$ cat src/rtl/hazard_scoreboard.sv
// hazard_scoreboard: tracks in-flight destination registers behind ID and
// derives the load-use stall, operand forward selects and a registered
// per-register busy mask for the 5-stage pipeline.
module hazard_scoreboard #(
  parameter int NREG      = 32,
  parameter int AW        = 5,
  parameter int DEPTH     = 3,
  parameter int LOAD_LAT  = 2,
  parameter int FLUSH_STG = 1,
  parameter int SW        = 2
) (
  input  logic            clk,
  input  logic            reset,
  input  logic            id_valid,
  input  logic [AW-1:0]   id_rs,
  input  logic [AW-1:0]   id_rt,
  input  logic            id_use_rs,
  input  logic            id_use_rt,
  input  logic [AW-1:0]   id_rd,
  input  logic            id_reg_wr,
  input  logic            id_mem_rd,
  input  logic            flush,
  output logic            stall,
  output logic            issue,
  output logic [SW-1:0]   fwd_rs,
  output logic [SW-1:0]   fwd_rt,
  output logic [NREG-1:0] busy_mask
);

  // Stage entries, index 0 = youngest (EX), DEPTH-1 = oldest (WB)
  logic          vld_q [DEPTH];
  logic [AW-1:0] rd_q  [DEPTH];
  logic          ld_q  [DEPTH];
  logic          vld_d [DEPTH];
  logic [AW-1:0] rd_d  [DEPTH];
  logic          ld_d  [DEPTH];

  // Per-register count of in-flight writers
  logic [SW-1:0] cnt_q [NREG];
  logic [SW-1:0] cnt_d [NREG];

  logic [NREG-1:0] busy_q;
  logic [NREG-1:0] busy_d;

  logic rs_load_use;
  logic rt_load_use;
  logic new_wr;

  assign busy_mask = busy_q;

  // Youngest matching entry wins: scan oldest to youngest so the last hit sticks
  always_comb begin
    fwd_rs      = '0;
    fwd_rt      = '0;
    rs_load_use = 1'b0;
    rt_load_use = 1'b0;
    for (int i = DEPTH - 1; i >= 0; i--) begin
      if (id_use_rs && (id_rs != '0) && vld_q[i] && (rd_q[i] == id_rs)) begin
        fwd_rs      = SW'(i + 1);
        rs_load_use = ld_q[i] && (i < LOAD_LAT);
      end
      if (id_use_rt && (id_rt != '0) && vld_q[i] && (rd_q[i] == id_rt)) begin
        fwd_rt      = SW'(i + 1);
        rt_load_use = ld_q[i] && (i < LOAD_LAT);
      end
    end
  end

  // Stall only for a real, non-flushed instruction; a taken branch redirects
  // the front end, so holding it for a load-use hazard would be wrong
  always_comb begin
    stall  = id_valid && !flush && (rs_load_use || rt_load_use);
    issue  = id_valid && !stall && !flush;
    new_wr = issue && id_reg_wr && (id_rd != '0);
  end

  // Shift the pipe; a flush kills the youngest in-flight entries (the
  // instructions fetched behind the branch) as they move down
  always_comb begin
    vld_d[0] = new_wr;
    rd_d[0]  = id_rd;
    ld_d[0]  = id_mem_rd;
    for (int i = 1; i < DEPTH; i++) begin
      vld_d[i] = vld_q[i-1] && !(flush && ((i - 1) < FLUSH_STG));
      rd_d[i]  = rd_q[i-1];
      ld_d[i]  = ld_q[i-1];
    end
  end

  // Writer counters: +1 on issue, -1 on retire, -1 per killed entry
  always_comb begin
    int delta;
    for (int r = 0; r < NREG; r++) begin
      delta = 0;
      if (new_wr && (id_rd == AW'(r)))
        delta = delta + 1;
      if (vld_q[DEPTH-1] && (rd_q[DEPTH-1] == AW'(r)))
        delta = delta - 1;
      for (int i = 0; i < DEPTH - 1; i++) begin
        if (flush && (i < FLUSH_STG) && vld_q[i] && (rd_q[i] == AW'(r)))
          delta = delta - 1;
      end
      if (r == 0)
        cnt_d[r] = '0;
      else
        cnt_d[r] = SW'(int'(cnt_q[r]) + delta);
      busy_d[r] = (r != 0) && (cnt_d[r] != '0);
    end
  end

  // State registers; reset drops every in-flight entry
  always_ff @(posedge clk or negedge reset) begin
    if (!reset) begin
      for (int i = 0; i < DEPTH; i++) begin
        vld_q[i] <= 1'b0;
        rd_q[i]  <= '0;
        ld_q[i]  <= 1'b0;
      end
      for (int r = 0; r < NREG; r++)
        cnt_q[r] <= '0;
      busy_q <= '0;
    end else begin
      for (int i = 0; i < DEPTH; i++) begin
        vld_q[i] <= vld_d[i];
        rd_q[i]  <= rd_d[i];
        ld_q[i]  <= ld_d[i];
      end
      for (int r = 0; r < NREG; r++)
        cnt_q[r] <= cnt_d[r];
      busy_q <= busy_d;
    end
  end

endmodule

$ cat config.mk
export PLATFORM = sky130hd
export DESIGN_NAME = hazard_scoreboard
export DESIGN_NICKNAME = d
export VERILOG_FILES = /design/src/rtl/hazard_scoreboard.sv
export SDC_FILE = /design/constraint.sdc
export NUM_CORES = 1
export LEC_CHECK = 0
export ABC_AREA = 1
export CAP_MARGIN = 20
export CORE_AREA = 2 2 146 105
export DETAILED_ROUTE_END_ITERATION = 16
export DIE_AREA = 0 0 148 107
export PLACE_DENSITY = 0.75
export SKIP_LAST_GASP = 1
export SLEW_MARGIN = 20
export SYNTH_ARGS = -nofsm -noshare
export SYNTH_HDL_FRONTEND = slang
export SYNTH_SLANG_ARGS = --single-unit
$ cat constraint.sdc
create_clock -name clk -period 3.7 [get_ports clk]
set_input_delay 0.555 -clock clk [delete_from_list [all_inputs] [get_ports clk]]
set_output_delay 0.555 -clock clk [all_outputs]
set_load 0.05 [all_outputs]
==> results of run 1 <==
Yosys cell counts:
library cell / instances / area [µm²]
sky130_fd_sc_hd__o21ai_2: 11 / 96.3
sky130_fd_sc_hd__nor2_4: 3 / 33.8
sky130_fd_sc_hd__ha_1: 93 / 1160
sky130_fd_sc_hd__a21boi_0: 2 / 15.0
sky130_fd_sc_hd__o22ai_1: 3 / 18.8
sky130_fd_sc_hd__o21ai_0: 10 / 50.1
sky130_fd_sc_hd__nand2_2: 2 / 12.5
sky130_fd_sc_hd__conb_1: 1 / 3.75
sky130_fd_sc_hd__xor2_1: 74 / 648
sky130_fd_sc_hd__clkbuf_1: 11 / 41.3
sky130_fd_sc_hd__nor2_1: 139 / 522
sky130_fd_sc_hd__buf_6: 5 / 56.3
sky130_fd_sc_hd__nand3_2: 1 / 10.0
sky130_fd_sc_hd__nand3_1: 16 / 80.1
sky130_fd_sc_hd__inv_1: 215 / 807
sky130_fd_sc_hd__xnor2_1: 24 / 210
sky130_fd_sc_hd__nand3b_1: 1 / 7.51
sky130_fd_sc_hd__nor2_2: 6 / 37.5
sky130_fd_sc_hd__or2_2: 5 / 31.3
sky130_fd_sc_hd__nand4_1: 37 / 231
sky130_fd_sc_hd__buf_4: 4 / 30.0
sky130_fd_sc_hd__nor3b_1: 1 / 7.51
sky130_fd_sc_hd__a21oi_1: 13 / 65.1
sky130_fd_sc_hd__nand2_1: 168 / 631
sky130_fd_sc_hd__o21ai_1: 5 / 25.0
sky130_fd_sc_hd__dfrtp_1: 113 / 2830
sky130_fd_sc_hd__inv_2: 2 / 7.51
sky130_fd_sc_hd__nand4_4: 1 / 21.3
sky130_fd_sc_hd__buf_2: 1 / 5.00
sky130_fd_sc_hd__nor3_1: 14 / 70.1
sky130_fd_sc_hd__o2111ai_1: 1 / 8.76
worst max-delay path, stage by stage:
cell and delay, ps:
sky130_fd_sc_hd__clkdlybuf4s50_1 510, sky130_fd_sc_hd__inv_1 70, sky130_fd_sc_hd__buf_4 140, sky130_fd_sc_hd__nand2_1 50, sky130_fd_sc_hd__nand2_1 50, sky130_fd_sc_hd__nor2_1 100
sky130_fd_sc_hd__nand2_1 50, sky130_fd_sc_hd__nor2_1 240, sky130_fd_sc_hd__nand3_1 170, sky130_fd_sc_hd__o21ai_0 120, sky130_fd_sc_hd__clkdlybuf4s50_1 830
layer usage:
| metal | global-route usage, % | part of all wire, % | up-vias |
|---|---|---|---|
| met5 | 0 | 0 | - |
| met3 | 5.83 | 7.7 | 28 |
| li1 | - | - | 3123 |
| met1 | 33.6 | 47 | 2951 |
| met4 | 7.28 | 1.5 | 0 |
| met2 | 39.1 | 44 | 235 |
area by class of cell:
type / count / area [µm²]
inverter: 217 / 815
sequential: 113 / 2830
clock inverter: 13 / 106
timing repair buffer: 82 / 776
fill: 1249 / 5220
clock buffer: 19 / 453
multi-input combinational: 631 / 4000
tap: 195 / 244
final timing paths:
| check | startpoint | end | slack [ps] |
|---|---|---|---|
| min in group clk | vld_d[0] | vld_q[0] | 420 |
| hold / removal | reset | rd_q[4] | 220 |
| max in group asynchronous | reset | cnt_q[57] | 2690 |
| hold reg to reg | vld_d[0] | vld_q[0] | 420 |
| setup reg to reg | rd_d[5] | busy_mask[30] | 420 |
| setup / recovery | id_rt[1] | fwd_rt[1] | 260 |
power breakdown:
part / internal, mW / switching (mW) / total, mW / leakage [nW]
clock network: 0.898 / 0.618 / 1.52 / 0.255
registers: 1.61 / 0.144 / 1.75 / 1.42
logic: 0.520 / 1.02 / 1.54 / 2.98
total: 3.03 / 1.78 / 4.81 / 4.66
layout by cell type (no fill, tap or decap), drive strengths merged, types with 3 or more instances in the layout:
master / instances
or2: 5
a21oi: 13
dfrtp: 113
inv: 220
clkinv: 4
clkdlybuf4s50: 54
nor2: 148
xnor2: 24
nor3: 14
buf: 28
ha: 93
xor2: 74
nand4: 38
nand2: 170
nand3: 17
o22ai: 3
clkbuf: 19
o21ai: 26
clkinvlp: 6
state kept, by name, summed over array words and instances (netlist names):
register / cells
busy_mask: 31
cnt_q: 62
ld_d: 2
rd_d: 10
rd_q: 5
vld_d: 1
vld_q: 2
stage by stage:
step           instance area (µm²)  TNS (ps)
5_1_grt                       9220         0
3_5_place_dp                  8660      -175
4_1_cts                       9220         0
2_1_floorplan                 7770         0
3_3_place_gp                  8660     -10.1
6_report                      9220         0
cell families after synthesis:
family,count (synthesis),synth area share [%]
adders and majority gates,93,15.0
xor gates and xnor gates,98,11.0
DFF,113,36.4
and+or+nand+nor,394,21.8
other,1,0.0482
AOI/OAI and AO/OA,45,3.59
buffers and inverters,238,12.2
==> run_results.csv, run 1 <==
group,metric,value,unit
timing,max_clock_freq,0.290,GHz
detailed_routing,dr_drc_count,0,
detailed_routing,number_of_search_and_repair_iterations_in_the_first_detailed_routing_pass,6,
pwr,worst_ir_drop_on_vdd,0.388,mV
cells_and_area,finish.cell_count_without_fillers,1270,
global_route,grt_use_total,24.6,%
detailed_routing,viasPerCell,4.99,
run,timing.max_cap.violations,0,
timing,setup-violations-final,0,
synthesis,synthesis.instances,982,
synthesis,syn_nets,1098,
cells_and_area,antenna_cells_inserted,0,
worst_setup_path,timing.critical_path.fanout_max,4,
floorplan,initial_core_util,53.8,%
cts,clk_pin_slew,50,ps
cts,post_cts_hold_buffer_count,0,
timing,grt_setup_unrepaired,"no",
cts,tritoncts_num_sinks,113,
timing,slew_violations,0,
cells_and_area,final_nets,1178,
cts,post_cts.resized_instances,0,
timing,endpoints_failing_hold,0,
placement,dpl.cell_count,1238,
timing,layout_min_cycle_time,3440,ps
floorplan,die-height,107,µm
worst_setup_path,worst_ep_required_time,3140,ps
floorplan,die_area,15800,µm²
global_route,grt_antenna_before_repair,0,
floorplan,design.portCount,61,
pwr,total_power,4.81,mW
cells_and_area,post_route_core_utilization,63.9,%
detailed_routing,postRouteWirelength,18.2,mm
pwr,cellLeakagePower,4.66,nW
timing,worstMarginPinSlew,802,ps
cells_and_area,area.growth.synth_to_final,18.6,%
synthesis,synth.lib_cells_used.distinct,31,
cts,h_tree_levels,4,
placement,globalplace.congestion,0.953,
worst_setup_path,critPathLaunchType,"input port",
floorplan,die_width,148,µm
placement,hpwlAfterDp,13.1,mm
synthesis,synth.ff_latch_count,113,
worst_setup_path,worst-setup-path-type,"in2out",
cts,clock-root-buffer,"sky130_fd_sc_hd__clkbuf_16",
placement,dp_slack,-47.5,ps
detailed_routing,detailedRoute.firstIterationViolations,614,
cts,clock_tree.buffer_depth,2,
placement,port-buffer-count,59,
detailed_routing,detailroute.via_count,6337,
timing,hold_ws,224,ps
floorplan,core,14400,µm²
worst_setup_path,critical_path_arrival,2890,ps
cts,cts_tree,"done",
detailed_routing,postRouteAntennaNets,0,
status,outcome,"finished clean",
cts,cts-buffers-inserted,17,
global_route,first_global_vias,6338,
floorplan,core.rowCount,37,
worst_setup_path,setup.worst_path.end_class,"primary output",
global_route,globalRouteOverflowTotal,0,
worst_setup_path,timing.reg2reg.worst_path_depth,16,
hold_path,hold_path.class,"in2async",
cells_and_area,drive_above_1_share,8.56,%
detailed_routing,wl_per_cell,14.3,µm
timing,period_share,93.1,%
global_route,grt_pass1_wl,30.6,mm
synthesis,syn-cell-area,7770,µm²
timing,timing.final.ws_setup,256,ps
timing,slew_headroom,46.5,%
pwr,power_per_cell_area,521,nW/µm²
synthesis,synth_seq_area_share,36.4,%
timing,timing.clock.skew,15.4,ps
synthesis,yosysWarningCount,0,
synthesis,synth_area_per_cell,7.92,µm²
global_route,pin_count_of_the_biggest_net_entering_global_routing,62,
cts,post-cts-setup-buffers,0,
cts,clock_latency,430,ps
Note: power is estimated with default switching activity, not from simulation.
==> inputs of run 2 (changes only) <==
--- a/config.mk
+++ b/config.mk
@@ -10,7 +10,8 @@
 export CORE_AREA = 2 2 146 105
 export DETAILED_ROUTE_END_ITERATION = 16
 export DIE_AREA = 0 0 148 107
-export PLACE_DENSITY = 0.75
+export DONT_BUFFER_PORTS = 1
+export PLACE_DENSITY = 0.69
 export SKIP_LAST_GASP = 1
 export SLEW_MARGIN = 20
 export SYNTH_ARGS = -nofsm -noshare
==> run_results.csv, run 2 (same netlist as run 1, synthesis figures left out) <==
group,metric,value,unit
floorplan,core.rowCount,37,
cells_and_area,fill_cells,1317,
detailed_routing,detailedRoute.firstIterationViolations,535,
cts,clock_latency,420,ps
floorplan,die-height,107,µm
worst_setup_path,worst_ep_required_time,4000,ps
global_route,grt_use_total,24.5,%
timing,setup-violations-final,0,
cts,cts-buffers-inserted,17,
pwr,worst_ir_drop_on_vdd,0.391,mV
detailed_routing,dr_drc_count,0,
timing,max_clock_freq,0.318,GHz
timing,grt_setup_unrepaired,"no",
detailed_routing,detailroute.via_count,6020,
worst_setup_path,critPathLaunchType,"register",
cells_and_area,most-common-layout-cells,"sky130_fd_sc_hd__inv_1 (215), sky130_fd_sc_hd__nand2_1 (168), sky130_fd_sc_hd__nor2_1 (138)",
detailed_routing,postRouteAntennaNets,0,
worst_setup_path,reg2reg_slack,550,ps
cts,post_cts.resized_instances,0,
timing,slew_violations,0,
floorplan,design.portCount,61,
placement,port-buffer-count,0,
cells_and_area,largest_register_ff_count,62,
status,outcome,"finished clean",
timing,timing.clock.skew,8.51,ps
cts,clock-root-buffer,"sky130_fd_sc_hd__clkbuf_16",
worst_setup_path,timing.critical_path.fanout_max,12,
floorplan,initial_core_util,53.8,%
worst_setup_path,cp-startpoint,"rd_d[8]",
timing,worstMarginPinSlew,973,ps
timing,tns,0,ps
detailed_routing,number_of_search_and_repair_iterations_in_the_first_detailed_routing_pass,5,
cells_and_area,drive_above_1_share,7.65,%
run,timing.max_cap.violations,0,
cells_and_area,regMostFlops,"cnt_q",
floorplan,core,14400,µm²
cells_and_area,layout_commonest_cell,"sky130_fd_sc_hd__inv_1",
timing,endpoints_failing_hold,0,
floorplan,die_area,15800,µm²
placement,globalplace.congestion,0.989,
cts,tritoncts_num_sinks,113,
global_route,pin_count_of_the_biggest_net_entering_global_routing,114,
hold_path,hold_path.class,"in2async",
cts,clock_tree.buffer_depth,2,
floorplan,die_width,148,µm
detailed_routing,wl_per_cell,14.7,µm
worst_setup_path,rr_endpoint,"busy_mask[3]",
cts,cts_tree,"done",
detailed_routing,postRouteWirelength,17.6,mm
pwr,cellLeakagePower,4.42,nW
cells_and_area,final_nets,1110,
timing,layout_min_cycle_time,3150,ps
worst_setup_path,setup.worst_path.end_class,"register",
global_route,grt_pass1_wl,30.1,mm
worst_setup_path,critical_path_arrival,3450,ps
placement,hpwlAfterDp,12.7,mm
global_route,first_global_vias,5960,
global_route,grt_antenna_before_repair,0,
pwr,power_per_cell_area,535,nW/µm²
cells_and_area,area.growth.synth_to_final,10.8,%
worst_setup_path,endpoint,"busy_mask[3]",
worst_setup_path,timing.reg2reg.worst_path_depth,20,
cells_and_area,antenna_cells_inserted,0,
cts,h_tree_levels,4,
worst_setup_path,worst-setup-path-type,"reg2reg",
pwr,total_power,4.61,mW
global_route,globalRouteOverflowTotal,0,
timing,slew_headroom,34.7,%
detailed_routing,viasPerCell,5.01,
timing,period_share,85.0,%
cts,clk_pin_slew,60,ps
worst_setup_path,rr_startpoint,"rd_d[8]",
==> run 2: cell count changes in the layout (fill, tap and decap cells not counted), sizes merged <==
| cell | change |
|---|---|
| clkinv | +1 |
| clkdlybuf4s50 | -54 |
| bufinv | +3 |
| clkinvlp | -2 |
| inv | -2 |
| buf | -14 |
==> run 2: power breakdown <==
part           internal (mW)  switching, mW  leakage (nW)
Sequential              1.60          0.743          1.42
Combinational          0.231          0.363          2.71
Clock                   1.07          0.595         0.285
==> run 2: per-layer routing <==
metal	vias up	global-route usage, %	routed length [µm]
li1	2985	-	-
met1	2767	35.4	8500
met2	242	36.0	7430
met3	26	6.30	1390
met4	0	7.96	318
met5	-	0	0
==> run 2: metrics by stage <==
| stage | setup WS, ps | hold WS (ps) | instance area [µm²] | cells | utilization (%) |
|---|---|---|---|---|---|
| 6_report | 554 | 81.2 | 8620 | 1202 | 59.7 |
| 5_1_grt | 313 | 123 | 8620 | 1202 | 59.7 |
| 4_1_cts | 583 | 98.2 | 8620 | 1202 | 59.7 |
| 3_5_place_dp | 542 | 262 | 7990 | 1169 | 55.3 |
| 3_3_place_gp | 579 | 263 | 7990 | 1169 | 55.3 |
| 2_1_floorplan | 840 | 259 | 7770 | 982 | - |
==> run 2: how the worst min path moves through the flow <==
stage,endpoint
2_1_floorplan,busy_mask[10]
3_3_place_gp,busy_mask[28]
3_5_place_dp,busy_mask[28]
4_1_cts,cnt_q[55]
5_1_grt,cnt_q[55]
6_report,cnt_q[7]
==> run 2: cell type report <==
cell class              count  area (µm²)  area share, %
clock buffers              19         443           5.14
multi-input cells         631        4000           46.4
repair buffers             14         125           1.45
inverters                 217         815           9.45
flip-flops and latches    113        2830           32.8
clock inverters            13         161           1.87
well taps                 195         244           2.83
==> run 2: worst max-delay path: stages, from the launching register on <==
cell and delay [ps]:
sky130_fd_sc_hd__dfrtp_1 480, sky130_fd_sc_hd__inv_2 150, sky130_fd_sc_hd__nand2_1 60, sky130_fd_sc_hd__nand2_1 70
sky130_fd_sc_hd__nor2_1 50, sky130_fd_sc_hd__nand2_1 60, sky130_fd_sc_hd__nor2_1 40, sky130_fd_sc_hd__nand2_1 120
sky130_fd_sc_hd__inv_1 80, sky130_fd_sc_hd__nand2_1 60, sky130_fd_sc_hd__nand2_1 90, sky130_fd_sc_hd__nor2_4 140
sky130_fd_sc_hd__buf_4 210, sky130_fd_sc_hd__nand4_1 100, sky130_fd_sc_hd__ha_1 330, sky130_fd_sc_hd__xnor2_1 150
sky130_fd_sc_hd__inv_1 70, sky130_fd_sc_hd__ha_1 190, sky130_fd_sc_hd__xnor2_1 140, sky130_fd_sc_hd__xor2_1 170
sky130_fd_sc_hd__or2_2 270
==> run 2: timing repair <==
item                                   CTS  global route
setup buffers                            0             0
hold buffers                             1             0
endpoints found under the hold margin  113             0
